--- config.mk ---
export PLATFORM = sky130hd
export DESIGN_NAME = alu_seq
export DESIGN_NICKNAME = d
export VERILOG_FILES = /design/src/rtl/alu_pkg.sv /design/src/rtl/alu_seq_multiplier.sv /design/src/rtl/alu_seq.sv
export SDC_FILE = /design/constraint.sdc
export NUM_CORES = 1
export LEC_CHECK = 0
export CAP_MARGIN = 10
export CORE_MARGIN = 4
export CORE_UTILIZATION = 45
export CTS_CLUSTER_SIZE = 40
export DETAILED_ROUTE_END_ITERATION = 10
export GPL_TIMING_DRIVEN = 0
export PLACE_DENSITY = 0.66
export SLEW_MARGIN = 20
export SYNTH_ARGS = -nofsm -noshare
export SYNTH_HDL_FRONTEND = slang
export SYNTH_HIERARCHICAL = 1
export SYNTH_SLANG_ARGS = --single-unit
--- constraint.sdc ---
create_clock -name clk -period 4.9 [get_ports clk]
set_input_delay 0.735 -clock clk [delete_from_list [all_inputs] [get_ports clk]]
set_output_delay 0.735 -clock clk [all_outputs]
set_load 0.03 [all_outputs]
--- src/rtl/alu_pkg.sv ---
// Shared types for the sequential ALU: op codes, FSM states and the status flag bundle.
package alu_pkg;

    typedef enum logic [3:0] {
        ADD = 4'd0,
        SUB = 4'd1,
        ADC = 4'd2,
        AND = 4'd3,
        OR  = 4'd4,
        XOR = 4'd5,
        SHL = 4'd6,
        SHR = 4'd7,
        MUL = 4'd8
    } alu_op_e;

    typedef enum logic [1:0] {
        IDLE     = 2'd0,
        MUL_BUSY = 2'd1,
        DONE     = 2'd2
    } alu_state_e;

    typedef struct packed {
        logic sign;
        logic zero;
        logic parity;
        logic carry;
        logic overflow;
    } alu_flags_t;

endpackage

--- src/rtl/alu_seq_multiplier.sv ---
// Unsigned shift-add multiplier: one partial-product step per cycle for WIDTH cycles.
module seq_multiplier #(
    parameter int WIDTH = 16
) (
    input  logic               clk,
    input  logic               rst,
    input  logic               start,
    input  logic [WIDTH-1:0]   a,
    input  logic [WIDTH-1:0]   b,
    output logic               done,
    output logic [2*WIDTH-1:0] product
);

    localparam int CW = $clog2(WIDTH);
    localparam logic [CW-1:0] LAST = CW'(WIDTH - 1);

    logic [2*WIDTH-1:0] prod_q, prod_d;
    logic [WIDTH-1:0]   mcand_q, mcand_d;
    logic [CW-1:0]      cnt_q, cnt_d;
    logic               run_q, run_d;
    logic [WIDTH:0]     partial;
    logic [2*WIDTH-1:0] step;

    // Upper half accumulates the multiplicand; the multiplier drains out of the low half.
    always_comb begin
        // NOTE: every always_comb output gets a default first so no path leaves it unassigned (no latch).
        partial = {1'b0, prod_q[2*WIDTH-1:WIDTH]} + (prod_q[0] ? {1'b0, mcand_q} : '0);
        step    = {partial, prod_q[WIDTH-1:1]};
        prod_d  = prod_q;
        mcand_d = mcand_q;
        cnt_d   = cnt_q;
        run_d   = run_q;
        if (start) begin
            prod_d  = {{WIDTH{1'b0}}, b};
            mcand_d = a;
            cnt_d   = '0;
            run_d   = 1'b1;
        end else if (run_q) begin
            prod_d = step;
            cnt_d  = cnt_q + 1'b1;
            if (cnt_q == LAST) run_d = 1'b0;
        end
    end

    always_ff @(posedge clk or posedge rst) begin
        if (rst) begin
            prod_q  <= '0;
            mcand_q <= '0;
            cnt_q   <= '0;
            run_q   <= 1'b0;
        end else begin
            // NOTE: state flops use non-blocking assignment so every flop samples pre-edge values.
            prod_q  <= prod_d;
            mcand_q <= mcand_d;
            cnt_q   <= cnt_d;
            run_q   <= run_d;
        end
    end

    // The final step's result is handed over in the same cycle it is computed.
    assign done    = run_q && (cnt_q == LAST);
    assign product = step;

endmodule

--- src/rtl/alu_seq.sv ---
// Registered multi-op ALU with valid/ready on both sides; MUL is delegated to seq_multiplier.
module alu_seq
    import alu_pkg::*;
#(
    parameter int WIDTH = 16,
    parameter int SHW   = $clog2(WIDTH)
) (
    input  logic             clk,
    input  logic             rst,
    input  logic             in_valid,
    output logic             in_ready,
    input  logic [3:0]       op,
    input  logic [WIDTH-1:0] x,
    input  logic [WIDTH-1:0] y,
    output logic             out_valid,
    input  logic             out_ready,
    output logic [WIDTH-1:0] z,
    output logic             sign,
    output logic             zero,
    output logic             parity,
    output logic             carry,
    output logic             overflow,
    output logic             busy
);

    alu_state_e         state_q, state_d;
    logic [WIDTH-1:0]   z_q, z_d;
    alu_flags_t         flags_q, flags_d;
    logic               carry_q, carry_d;
    alu_op_e            op_e;
    logic               accept;
    logic               mul_start, mul_done;
    logic [2*WIDTH-1:0] mul_product;
    logic               mul_hi;

    logic [WIDTH:0]     sum, diff, shl_w, shr_w;
    logic [SHW-1:0]     sh;
    logic [WIDTH-1:0]   res_z;
    logic               res_c, res_v, res_upd;

    function automatic alu_flags_t flags_of(logic [WIDTH-1:0] r, logic c, logic v);
        return '{sign: r[WIDTH-1], zero: (r == '0), parity: ~^r, carry: c, overflow: v};
    endfunction

    assign op_e     = alu_op_e'(op);
    assign in_ready = ~rst & ((state_q == IDLE) | ((state_q == DONE) & out_ready));
    assign accept   = in_valid & in_ready;

    seq_multiplier #(.WIDTH(WIDTH)) u_mul (
        .clk     (clk),
        .rst     (rst),
        .start   (mul_start),
        .a       (x),
        .b       (y),
        .done    (mul_done),
        .product (mul_product)
    );

    assign mul_hi = |mul_product[2*WIDTH-1:WIDTH];

    // Single-cycle datapath; unknown codes fall through as a plain ADD that leaves carry_q alone.
    always_comb begin
        sh      = y[SHW-1:0];
        sum     = {1'b0, x} + {1'b0, y} + {{WIDTH{1'b0}}, (op_e == ADC) & carry_q};
        diff    = {1'b0, x} - {1'b0, y};
        shl_w   = {1'b0, x} << sh;
        shr_w   = {x, 1'b0} >> sh;
        res_z   = sum[WIDTH-1:0];
        res_c   = sum[WIDTH];
        res_v   = (x[WIDTH-1] & y[WIDTH-1] & ~sum[WIDTH-1]) | (~x[WIDTH-1] & ~y[WIDTH-1] & sum[WIDTH-1]);
        res_upd = 1'b0;
        case (op_e)
            ADD, ADC: res_upd = 1'b1;
            SUB: begin
                res_z   = diff[WIDTH-1:0];
                res_c   = diff[WIDTH];
                res_v   = (x[WIDTH-1] ^ y[WIDTH-1]) & (x[WIDTH-1] ^ diff[WIDTH-1]);
                res_upd = 1'b1;
            end
            AND: begin res_z = x & y; res_c = 1'b0; res_v = 1'b0; end
            OR:  begin res_z = x | y; res_c = 1'b0; res_v = 1'b0; end
            XOR: begin res_z = x ^ y; res_c = 1'b0; res_v = 1'b0; end
            SHL: begin res_z = shl_w[WIDTH-1:0]; res_c = shl_w[WIDTH]; res_v = 1'b0; end
            SHR: begin res_z = shr_w[WIDTH:1];   res_c = shr_w[0];     res_v = 1'b0; end
            default: ;
        endcase
    end

    always_comb begin
        state_d   = state_q;
        z_d       = z_q;
        flags_d   = flags_q;
        carry_d   = carry_q;
        mul_start = 1'b0;
        case (state_q)
            IDLE, DONE: begin
                // In DONE the result is only released (and a new op taken) once out_ready is seen.
                if (state_q == IDLE || out_ready) begin
                    if (accept) begin
                        if (op_e == MUL) begin
                            state_d   = MUL_BUSY;
                            mul_start = 1'b1;
                        end else begin
                            state_d = DONE;
                            z_d     = res_z;
                            flags_d = flags_of(res_z, res_c, res_v);
                            if (res_upd) carry_d = res_c;
                        end
                    end else begin
                        state_d = IDLE;
                    end
                end
            end
            MUL_BUSY: begin
                if (mul_done) begin
                    state_d = DONE;
                    z_d     = mul_product[WIDTH-1:0];
                    flags_d = flags_of(mul_product[WIDTH-1:0], mul_hi, mul_hi);
                end
            end
            default: state_d = IDLE;
        endcase
    end

    always_ff @(posedge clk or posedge rst) begin
        if (rst) begin
            state_q <= IDLE;
            z_q     <= '0;
            flags_q <= '0;
            carry_q <= 1'b0;
        end else begin
            state_q <= state_d;
            z_q     <= z_d;
            flags_q <= flags_d;
            carry_q <= carry_d;
        end
    end

    assign out_valid = (state_q == DONE);
    assign busy      = (state_q == MUL_BUSY);
    assign z         = z_q;
    assign sign      = flags_q.sign;
    assign zero      = flags_q.zero;
    assign parity    = flags_q.parity;
    assign carry     = flags_q.carry;
    assign overflow  = flags_q.overflow;

    illegal_op_a: assert property (@(posedge clk) disable iff (rst) accept |-> (op <= 4'd8))
        else $error("alu_seq: illegal op code 0x%0h accepted", op);

endmodule

Word-level counts from Yosys, hierarchy flattened. Index checks and enable logic that the tools add are counted.

Bits in registers: 77. Bits of input ports: 40. Output and inout bits: 24. Word-level logic and storage cells: 104.

Add/sub/neg operators: 5. Equality and inequality tests: 15. Shift operators: 2. Multiplexer cells: 31. Bitwise gates (word level): 21. Reductions and logical operators: 18.

Operator list (number): case mux 16 bit (6 select lines) (1); 2-to-1 mux 16 bit (5); 2-to-1 mux 32 bit (2); logical NOT 16 bit (2); case mux 16 bit (2 select lines) (1); XNOR reduction 16 bit (2); 2-to-1 mux 5 bit (4); adder 16 x 16 -> 17 bit (1); adder 16 x 17 -> 17 bit (1); adder 17 x 1 -> 17 bit (1); left shift 16 x 4 -> 17 bit (1); >> shifter 17 x 4 -> 17 bit (1); subtractor 16 x 16 -> 17 bit (1); AND 16 bit (1); == test 4 x 3 -> 1 bit, second input constant (4); OR 16 bit (1); OR reduction 16 bit (1); bitwise XOR 16 bit (1); case mux 5 bit (2 select lines) (1); AND reduction 5 bit (2); AND 1 bit (9); == test 4 x 2 -> 1 bit, second input constant (2); == test 4 bit, second input constant (2); 2-to-1 mux 1 bit (8); other kinds (23) (37).

Depth between registers and ports, before layout.
Depth in word-level cells: 11. Depth in mapped cells: 19. Depth with buffers taken out: 18.

Cells and area by module. The synthesis kept the hierarchy.

Modules (own cells, without submodules): alu_seq (times used 1, cells each 730, area an instance 5476.5 um^2, seq. area each 575.6 um^2); seq_multiplier (times used 1, cells each 334, area an instance 3300.7 um^2, seq. area each 1326.3 um^2).

Least setup slack after synthesis. No wires, ideal clock.

Path type: input -> register. Start point: input port op[0]. End point: register flags_q (netlist bit parity). Library setup time: 132 ps. Arrival time: 4059 ps. Setup slack: 710 ps. Stages: 19. Buffers on the path: 1. Path through: clkbuf_1 -> nor2b_1 -> and3_1 -> fa_1 -> inv_1 -> fa_1 -> nor2b_4 -> o31a_1 -> o22a_1 -> a21o_1 -> a21oi_1 -> o21ai_1 -> a211oi_1 -> ha_1 -> xnor2_1 -> xnor2_1 -> xnor2_1 -> a21oi_1 -> o21ai_1.

Word-level cells in the longest chain between the ends: 9. Elaborated cells between the ends (all ways): 18.

Ends and longest elaborated chain: start, declared (line alu_seq.sv:12) `input logic [3:0] op,`; == test 4 x 2 -> 1 bit (line alu_seq.sv:64) `sum = {1'b0, x} + {1'b0, y} + {{WIDTH{1'b0}}, (op_e == ADC) & carry_q};`; AND 1 bit (line alu_seq.sv:64); adder 17 x 1 -> 17 bit (line alu_seq.sv:64); case mux 16 bit (6 select lines) (line alu_seq.sv:72) `case (op_e)`; XNOR reduction 16 bit (line alu_seq.sv:42) `return '{sign: r[WIDTH-1], zero: (r == '0), parity: ~^r, carry: c, overflow: v};`; 2-to-1 mux 5 bit (line alu_seq.sv:100) `if (op_e == MUL) begin`; 2-to-1 mux 5 bit (line alu_seq.sv:99) `if (accept) begin`; 2-to-1 mux 5 bit (line alu_seq.sv:98) `if (state_q == IDLE || out_ready) begin`; case mux 5 bit (2 select lines) (line alu_seq.sv:95) `case (state_q)`; end signal, assigned (line alu_seq.sv:134) `flags_q <= flags_d;`; end, declared (line alu_seq.sv:28) `alu_flags_t flags_q, flags_d;`.

Parallel ways exist; a longest one is shown, timed or not. The select of a mux whose other input is x is not followed. A chain may end at the register's enable or synchronous reset.

Worst setup path in the final report.
Start point: input port y[0]. End point: register flags_q (netlist bit parity).

Word-level cells in the longest chain between the ends: 8. Elaborated cells between the ends (all ways): 14.

Ends and longest elaborated chain: start, declared (line alu_seq.sv:14) `input logic [WIDTH-1:0] y,`; adder 16 x 16 -> 17 bit (line alu_seq.sv:64); adder 17 x 1 -> 17 bit (line alu_seq.sv:64); case mux 16 bit (6 select lines) (*) (line alu_seq.sv:72); XNOR reduction 16 bit (*) (line alu_seq.sv:42); 2-to-1 mux 5 bit (*) (line alu_seq.sv:100); 2-to-1 mux 5 bit (*) (line alu_seq.sv:99); 2-to-1 mux 5 bit (*) (line alu_seq.sv:98); case mux 5 bit (2 select lines) (*) (line alu_seq.sv:95).

Every way passes the cells marked *; elsewhere a longest branch is shown, timed or not. The select of a mux whose other input is x is not followed.

==> run_results.csv <==
group,metric,value,unit
run_status,status,"finished, final reports clean",
synthesis,synth_top_family_by_area,"compound AO/OA/AOI/OAI gates",
sta,slew_violations,0,
routing,dr_total_vias,8654,
synthesis,syn_avg_cell_area,8.249,sq um
sta,setup_viol,0,
min_path,min_path_cells,1,
placement,placed_cell_area,9736,sq um
synthesis,syn-num-nets,1190,
clocking,clockBufferDepth,2,
sta,fmax,0.2096,GHz
die,die_area,21800,sq um
run,cap_viol_max_count,0,
setup_path,crit_path_end_kind,"register",
synthesis,synth_fa_ha_area_share,12.60,%
power_and_ir_drop,p_leak,4.413,nW
synthesis,synth_edf_count,0,
synthesis,synth-simple-area-share,18.63,%
die,die_x,147.7,microns
sta,slew_headroom,39.57,%
setup_path,reg2reg_to,"parity",
global_route,globalRouteTotalUtil,27.73,%
sta,grt_setup_unrepaired,"no",
layout,n_antenna_cell,0,
setup_path,crit_path_start,"y[0]",
setup_path,reg2reg_slack,940,ps
setup_path,endpoint,"parity",
synthesis,synthXorXnorAreaFrac,3.592,%
global_route,grt_max_degree,54,
placement,gp_congestion,0.9982,
synthesis,synth_warnings,6,
routing,antenna_left,0,
min_path,hp-class,"register to register",
global_route,antenna_found_initial,0,
layout,area_growth,16.58,%
synthesis,synth_cell_types,91,
global_route,grt.overflow.total,0,
layout,fill_cells,1780,
synthesis,synth.mux.area_fraction,12.13,%
clocking,clk_pin_slew,60,ps
setup_path,max_stage_delay,750,ps
die,start_util,46.30,%
routing,drt-initial-drc-count,957,
synthesis,yosys_register_bits,76,
routing,met1_length,13620,microns
clocking,cts-root-buf,"clkbuf_16",
die,coreArea,18960,sq um
synthesis,synthTopCellsByCount,"nor2_1, ha_1, dfrtp_1",
synthesis,synth_cells,1064,
clocking,numCtsBuffers,9,
clocking,ctsHoldBuffers,0,
setup_path,r2r_cells,17,
placement,hpwl,24060,microns
layout,postLayoutCellArea,10230,sq um
synthesis,synthTopCellsByArea,"dfrtp_1, ha_1, mux2i_1",
die,die_h,147.7,microns
routing,dr.max_layer_used,"met4",
placement,dpl.cell_count,1387,
routing,dr_wl_met3,2389,microns
synthesis,yosys.cell_count.top_type,"nor2_1",
setup_path,critPathSlowestCell,"clkdlybuf4s50_1",
clocking,cts_sinks,76,
routing,viasPerCell,6.164,
synthesis,synth_flop_cell,"dfrtp_1",
routing,route.met2.wl,13730,microns
routing,routed_wl,30730,microns
synthesis,syn_area,8777,sq um
setup_path,r2r-start,"carry_q",
synthesis,yosys.area.top_type,"dfrtp_1",
setup_path,worst_ep_required_time,5110,ps
clocking,htree_levels,3,
power_and_ir_drop,vdd_drop_max,0.0002210,V
setup_path,crit_type,"input port to register",
synthesis,synth_compound_area_share,22.71,%
setup_path,worstPathMaxFanout,11,
sta,period_needed,4771,ps
sta,worstMarginPinSlew,905.4,ps
placement,io_buffers,63,
layout,final_cells,1404,
routing,drcViolationCount,0,
setup_path,cp.arrival,4980,ps
layout,drive_above_1_share,12.85,%
global_route,grt_pass1_wl,47280,microns
power_and_ir_drop,power.density,404.1,nW/um^2
layout,nets,1265,
sta,hold_violations,0,
synthesis,synth_top_cell_area_share,21.67,%
sta,fin_skew,6.754,ps
power_and_ir_drop,fin_total_pwr,0.004134,W
die,ios,64,
clocking,cts_tree,"done",
setup_path,path_cells,"clkdlybuf4s50_1 > buf_2 > inv_2 > clkbuf_1 > ha_1 > a21oi_2 > nor3_1 > or4_1 > o22ai_1 > ha_1 > xnor2_1 > xnor2_1 > xnor2_1 > a21oi_2 > o21ai_1",
sta,fin_ws,129.1,ps
die,rows,50,
global_route,grt_pass1_vias,8167,
routing,drt_pass1_iterations,5,
setup_path,cp_common_cell,"xnor2_1",
setup_path,start_kind,"input port",
sta,fin_crit_sh,97.36,%
routing,avgRoutedWirePerCell,21.89,microns
synthesis,yosysSeqAreaShare,21.67,%
clocking,worst_skew_pair.late_latency,340,ps
placement,post-place-ws,-821.5,ps
synthesis,synthArstFlopShare,100.0,%
placed cells by master, fill, tap and decap left out, types with 21 or more instances in the layout:
cell type	Yosys	layout
nor2_1	103	102
ha_1	82	82
dfrtp_1	76	76
nand2_1	67	67
inv_1	65	64
a21oi_1	69	60
clkdlybuf4s50_1	0	60
o21ai_0	51	50
mux2i_1	43	43
clkbuf_1	38	37
nor3_1	37	36
xnor2_1	27	27
buf_4	21	25
o21ai_1	21	22
mux2_2	21	21
and2_1	21	21
worst max-delay path, delay by kind of cell:
family,cells,cell delay [ps]
compound gates,4,910
fa+ha+maj,2,710
simple gates,2,610
buf+inv,4,1510
xor+xnor,3,490
registers in the layout (all words and copies together) (netlist names):
name           count
u_mul/prod_q      32
u_mul/mcand_q     16
z                 16
u_mul/cnt_q        4
state_q            2
carry              1
carry_q            1
overflow           1
parity             1
u_mul/run_q        1
zero               1
metrics by stage:
step | setup TNS (ps) | util [%] | hold WS (ps)
global route | 0 | 53.98 | 496.9
global placement | -1536 | 51.35 | 455.3
CTS | 0 | 53.32 | 480.7
finish | 0 | 53.98 | 472.7
detailed placement | -1347 | 51.36 | 466.7
floorplan | 0 | - | 472.1
power by group:
group	total, W	internal [W]	switching [W]
logic	0.00241	0.00111	0.00130
registers	0.00104	0.000868	0.000175
clock network	0.000686	0.000423	0.000263
total	0.00413	0.00240	0.00174
logic make-up after synthesis:
| logic type | Yosys count |
|---|---|
| fa+ha+maj | 86 |
| buf+inv | 155 |
| xor+xnor | 36 |
| mux | 85 |
| simple gates | 329 |
| flops | 76 |
| compound gates | 297 |
repair_timing:
item	in CTS	in global routing
gates cloned	0	0
gates resized for setup	11	34
setup buffers	2	0
pin swaps	4	4
endpoints found under the setup margin	2	2
per-layer routing:
metal	up-vias	global-route usage, %
li1	4011	-
met1	4151	39.05
met4	0	9.879
met3	65	4.261
met2	427	43.34
met5	-	0
how the worst min path moves through the flow:
| stage | start | to | slack [ps] |
|---|---|---|---|
| floorplan | u_mul/mcand_q[0] | u_mul/mcand_q[0] | 470 |
| global placement | zero | zero | 460 |
| detailed placement | z[8] | z[8] | 470 |
| CTS | z[8] | z[8] | 480 |
| global route | z[7] | z[7] | 500 |
| finish | z[8] | z[8] | 470 |
final cells by class:
cell class | instances | area, sq um | share of cell area [%]
Buffer | 85 | 519.2 | 5.075
Clock buffer | 11 | 252.7 | 2.470
Clock inverter | 5 | 58.81 | 0.5747
Inverter | 69 | 261.5 | 2.556
Multi-Input combinational cell | 833 | 6260 | 61.18
Sequential cell | 76 | 1902 | 18.59
Tap cell | 260 | 325.3 | 3.179
Timing Repair Buffer | 65 | 653.1 | 6.383
Note: power is estimated with default switching activity, not from simulation.
